### config.mk
export PLATFORM = sky130hd
export DESIGN_NAME = dmux_n_way_stream
export DESIGN_NICKNAME = d
export VERILOG_FILES = /design/src/rtl/dmux_pkg.sv /design/src/rtl/dmux_slot.sv /design/src/rtl/dmux_n_way_stream.sv
export SDC_FILE = /design/constraint.sdc
export NUM_CORES = 1
export LEC_CHECK = 0
export BUFFER_PORTS_ARGS = -buffer_cell sky130_fd_sc_hd__buf_2
export CORE_MARGIN = 5
export CORE_UTILIZATION = 50
export CTS_BUF_LIST = sky130_fd_sc_hd__clkbuf_4
export CTS_CLUSTER_SIZE = 40
export DETAILED_ROUTE_END_ITERATION = 16
export PLACE_DENSITY = 0.8
export SLEW_MARGIN = 20
export SYNTH_ARGS = -nofsm -noshare
export SYNTH_HDL_FRONTEND = slang
export SYNTH_SLANG_ARGS = --single-unit
### constraint.sdc
create_clock -name clk -period 3.4 [get_ports clk]
set_input_delay 0.34 -clock clk [delete_from_list [all_inputs] [get_ports clk]]
set_output_delay 0.34 -clock clk [all_outputs]
set_load 0.02 [all_outputs]
### src/rtl/dmux_pkg.sv
// Shared types and default sizing for the n-way stream demultiplexer.
package dmux_pkg;

  typedef enum logic {
    SLOT_EMPTY = 1'b0,
    SLOT_FULL  = 1'b1
  } slot_state_t;

  localparam int DEF_WIDTH    = 16;
  localparam int DEF_CHANNELS = 4;

endpackage

### src/rtl/dmux_slot.sv
// One-entry output slot of the demultiplexer.
// state      | meaning
// SLOT_EMPTY | no word held; out_data keeps the last loaded value
// SLOT_FULL  | word presented downstream, held until out_ready
module dmux_slot
  import dmux_pkg::*;
#(
  parameter int WIDTH = DEF_WIDTH
) (
  input  logic             clk,
  input  logic             reset_n,
  input  logic             load,
  input  logic [WIDTH-1:0] load_data,
  input  logic             out_ready,
  output logic             free,
  output logic             out_valid,
  output logic [WIDTH-1:0] out_data
);

  slot_state_t state;

  // A full slot counts as free when it drains in the same cycle.
  assign free      = (state == SLOT_EMPTY) || out_ready;
  assign out_valid = (state == SLOT_FULL);

  always_ff @(posedge clk or negedge reset_n) begin
    if (!reset_n) begin
      state    <= SLOT_EMPTY;
      out_data <= '0;
    end else if (load) begin
      state    <= SLOT_FULL;
      out_data <= load_data;
    end else if (state == SLOT_FULL && out_ready) begin
      state <= SLOT_EMPTY;
    end
  end

endmodule

### src/rtl/dmux_n_way_stream.sv
// Valid/ready demultiplexer: routes each word to one channel slot, or to all
// slots at once on broadcast; flags words addressed to nonexistent channels.
module dmux_n_way_stream
  import dmux_pkg::*;
#(
  parameter int WIDTH    = DEF_WIDTH,
  parameter int CHANNELS = DEF_CHANNELS,
  localparam int SEL_W   = $clog2(CHANNELS)
) (
  input  logic                      clk,
  input  logic                      reset_n,
  input  logic                      in_valid,
  output logic                      in_ready,
  input  logic [WIDTH-1:0]          in_data,
  input  logic [SEL_W-1:0]          in_sel,
  input  logic                      in_bcast,
  output logic [CHANNELS-1:0]       out_valid,
  input  logic [CHANNELS-1:0]       out_ready,
  output logic [CHANNELS*WIDTH-1:0] out_data,
  output logic                      err_sel
);

  logic [CHANNELS-1:0] slot_free;
  logic [CHANNELS-1:0] sel_hit;
  logic [CHANNELS-1:0] slot_load;
  logic                sel_in_range;
  logic                accept;

  // Extra bit keeps the range compare meaningful when CHANNELS is a power of two.
  assign sel_in_range = {1'b0, in_sel} < (SEL_W+1)'(CHANNELS);

  always_comb begin
    sel_hit = '0;
    for (int i = 0; i < CHANNELS; i++) begin
      sel_hit[i] = (in_sel == SEL_W'(i));
    end
  end

  always_comb begin
    in_ready = 1'b1;
    if (in_bcast) begin
      in_ready = &slot_free;
    end else if (sel_in_range) begin
      in_ready = |(sel_hit & slot_free);
    end
  end

  assign accept    = in_valid && in_ready;
  assign slot_load = accept ? (in_bcast ? '1 : sel_hit) : '0;

  always_ff @(posedge clk or negedge reset_n) begin
    if (!reset_n) begin
      err_sel <= 1'b0;
    end else if (accept && !in_bcast && !sel_in_range) begin
      err_sel <= 1'b1;
    end
  end

  for (genvar i = 0; i < CHANNELS; i++) begin : g_slot
    dmux_slot #(
      .WIDTH(WIDTH)
    ) u_slot (
      .clk      (clk),
      .reset_n  (reset_n),
      .load     (slot_load[i]),
      .load_data(in_data),
      .out_ready(out_ready[i]),
      .free     (slot_free[i]),
      .out_valid(out_valid[i]),
      .out_data (out_data[i*WIDTH +: WIDTH])
    );
  end

endmodule

==> metrics.md <==
| Metric | Value |
|---|---|
| Final setup skew | `between 0.01 and 0.015 ns` |
| CP top delay family | `simple AND/OR/NAND/NOR gates` |
| Initial DRT Pass Iterations | `4` |
| Die height | `about 84 um` |
| Initial Util | `between 50% and 60%` |
| Final setup margin | `1.40 ns` |
| Die area | `slightly above 7000 um2` |
| Grt peak-use layer | `met2` |
| # IOs | `96` |
| Placeable core region | `roughly 5400 um2` |
| GP Congestion | `0.796` |
| Sink Count | `between 60 and 70` |
| Max-slew headroom | `around 45%` |
| Worst stage delay on the critical path | `~0.66 ns` |
| Multiplexer share of the synthesized area | `26.7%` |
| Number of global-route vias before repair | `about 1,900` |
| CTS tree | `built` |
| GR Util All Layers | `17.1%` |
| Grt met3 use | `approximately 5.7%` |
| Mapped cell area | `2730 um2` |
| Final Hold Fails | `0` |
| WL final | `roughly 5500 um` |
| Post-DP HPWL | `roughly 4000 um` |
| ANT nets after route | `0` |
| Number of setup buffers added after CTS | `0` |
| Arr. time, crit path | `around 2.3 ns` |
| Final max-slew violation count | `0` |
| Site row count | `27` |
| CTS Buf Count | `9` |
| Syn Nets | `197` |
| Synth Area in Compound Gates | `3.16%` |
| DRC errors left | `0` |
| Root Buffer Master | `clkbuf_4` |
| Worst-path clk slew | `about 0.10 ns` |
| CP Cell Sequence | `nand2b_1, a41oi_2, nor2_2, mux2_2` |
| DR vias | `approximately 1,700` |
| Die width | `83.9 um` |
| Setup TNS | `0 ns` |
| Yosys warns | `0` |
| Cts repair resizes | `0` |
| Post-Synth XOR/XNOR Area | `0%` |
| Port bufs | `between 90 and 100` |
| H-tree depth | `3` |
| Layout cells sized above 1 | `a little over three fifths` |
| Yosys cell types | `25` |
| R2R Path End | `g_slot[0].u_slot.out_data[10]$_DFFE_PN0P_` |
| Worst setup SP type | `flip-flop` |
| Reg2Reg Setup Slack | `1.40 ns` |
| Pleak | `around 0.0016 uW` |
| Layout Area Growth over Synthesis | `22.3%` |
| Mapped Avg Cell Area | `around 16 um2` |
| Worst IR Drop VDD | `between 400 and 500 uV` |
| Met1 usage | `20.3%` |
| Clk buf depth | `2` |
| PD cells | `about 800 nW/um2` |
| Fmax | `approximately 0.50 GHz` |
| Largest net degree at the start of global routing | `40` |
| Wire per inst | `around 16 um` |
| Post-route minimum period | `around 2.0 ns` |
| Worst endpoint required time | `between 3 and 4 ns` |
| Initial antenna violation count | `0` |
| Crit path max fanout | `16` |
| Register area share after synthesis | `between 60 and 70%` |
| Met2 Resource Use GR | `between 20 and 30%` |
| # setup viols final | `0` |
| First-pass GRT wire length | `~9400 um` |
| CTS hold repair buffers | `0` |
| Final nets | `between 200 and 300` |
| Status | `finished, final reports clean` |
| CP Class | `reg2reg` |
| Post-synthesis simple-gate area fraction | `between 4 and 5%` |
| Placement Setup Slack | `1.32 ns` |
| Worst r2r src | `g_slot[2].u_slot.out_valid$_DFFE_PN0P_` |
| Synth Register Bits | `68` |
| Max stage delay cell, worst path | `nor2_2` |
| Min-delay worst type | `in2async` |
| RSZ-0062 raised after global routing | `no` |
| Synthesized instance count | `around 170` |
| Critical path endpoint category | `flip-flop` |
| DRT iter0 DRCs | `54` |
| Ant diodes | `0` |
| Total congestion overflow | `0` |
| Max-cap violations | `0` |
| Clock latency on the worst-skew pair | `~0.38 ns` |
| Slew @ Worst Pin | `roughly 0.82 ns` |
| Period utilisation layout | `between 50% and 60%` |
| WP buf/inv | `0` |
| Main combinational cell family by area after synthesis | `multiplexers` |
| Fraction of the mapped netlist area in adder cells | `0%` |
| Reg2reg path depth | `4` |
| Via density | `5.04` |
routing by layer:
| layer | share of wire, % | vias up | wire [um] |
|---|---|---|---|
| met5 | 0 | - | 0 |
| met4 | 1.5 | 0 | 85 |
| met3 | 7.7 | 10 | 427 |
| met2 | 50 | 60 | 2790 |
| met1 | 40 | 871 | 2230 |
| li1 | - | 793 | - |
placed cells by master (no fill, tap or decap):
cell,synthesis,routed
buf_2,0,94
dfrtp_1,68,68
mux2_2,56,56
clkbuf_4,0,11
mux2_1,8,8
nand2b_1,7,7
nand2_1,4,4
clkinv_1,0,3
o21ai_4,2,2
mux2i_1,1,1
a21oi_1,1,1
a211o_1,1,1
nor3_1,1,1
a41oi_2,1,1
nand4_2,1,1
nor2_1,1,1
nand4_1,1,1
and3b_2,1,1
nand3b_1,1,1
nor2_2,1,1
nand4b_1,1,1
a21boi_4,1,1
inv_1,1,1
o21ai_0,1,1
nand3_1,1,1
conb_1,1,1
bufinv_16,0,1
buf_4,5,1
worst max path at each step:
| stage | from | endpoint | cells after the start | slack [ns] |
|---|---|---|---|---|
| floorplan | out_ready[1] | g_slot[1].u_slot.out_data[10]$_DFFE_PN0P_ | 5 | 1.76 |
| global placement | out_ready[2] | g_slot[0].u_slot.out_data[7]$_DFFE_PN0P_ | 5 | 1.39 |
| detailed placement | out_ready[2] | g_slot[0].u_slot.out_data[8]$_DFFE_PN0P_ | 5 | 1.32 |
| CTS | g_slot[2].u_slot.out_valid$_DFFE_PN0P_ | g_slot[0].u_slot.out_data[8]$_DFFE_PN0P_ | 4 | 1.38 |
| global route | g_slot[2].u_slot.out_valid$_DFFE_PN0P_ | g_slot[3].u_slot.out_data[6]$_DFFE_PN0P_ | 4 | 1.28 |
| finish | g_slot[2].u_slot.out_valid$_DFFE_PN0P_ | g_slot[0].u_slot.out_data[10]$_DFFE_PN0P_ | 4 | 1.40 |
cell families after synthesis:
family / count (synthesis)
DFF: 68
muxes: 65
and+or+nand+nor: 20
buffers and inverters: 10
AOI/OAI and AO/OA: 7
other: 1
area by class of cell:
cell class                      count  area (um2)
Inverter                            1        3.75
Clock inverter                      4        41.3
Multi-Input combinational cell     93         945
Tap cell                           72        90.1
Clock buffer                       11        82.6
Sequential cell                    68        1700
Fill cell                         439        2060
Timing Repair Buffer               95         478
registers in the layout, indices dropped and copies added (netlist names):
name and flops:
g_slot.u_slot.out_data 64, g_slot.u_slot.out_valid 4
power breakdown:
group / total [uW] / internal (uW) / leakage [uW] / switching, uW
clock network: 478 / 231 / 0.0000694 / 247
logic: 974 / 394 / 0.000718 / 579
registers: 1190 / 1060 / 0.000802 / 126
total: 2640 / 1690 / 0.00159 / 953
through the flow:
step | total power, uW | instance area (um2) | utilization, % | hold WS, ns | cells
detailed placement | 2200 | 3220 | 59.5 | 0.474 | 329
finish | 2640 | 3340 | 61.8 | 0.0386 | 344
global placement | 2170 | 3220 | 59.5 | 0.464 | 329
global route | 2810 | 3340 | 61.8 | 0.0826 | 344
CTS | 2690 | 3340 | 61.8 | 0.0395 | 344
floorplan | 1830 | 2730 | - | 0.0444 | 171
synthesized netlist by cell type:
cell type / number / area [um2]
a21oi_1: 1 / 5.00
o21ai_0: 1 / 5.00
inv_1: 1 / 3.75
nand4_1: 1 / 6.26
nand3_1: 1 / 5.00
nand2_1: 4 / 15.0
dfrtp_1: 68 / 1700
a21boi_4: 1 / 18.8
mux2_1: 8 / 90.1
a41oi_2: 1 / 16.3
nand3b_1: 1 / 7.51
o21ai_4: 2 / 32.5
and3b_2: 1 / 10.0
buf_4: 5 / 37.5
mux2i_1: 1 / 10.0
nand4_2: 1 / 12.5
nor3_1: 1 / 5.00
mux2_2: 56 / 631
nor2_1: 1 / 3.75
nand4b_1: 1 / 8.76
a211o_1: 1 / 8.76
conb_1: 1 / 3.75
nand2b_1: 7 / 43.8
nor2_2: 1 / 6.26
buf_6: 4 / 45.0
No activity file was read; power rests on OpenSTA's default activity.
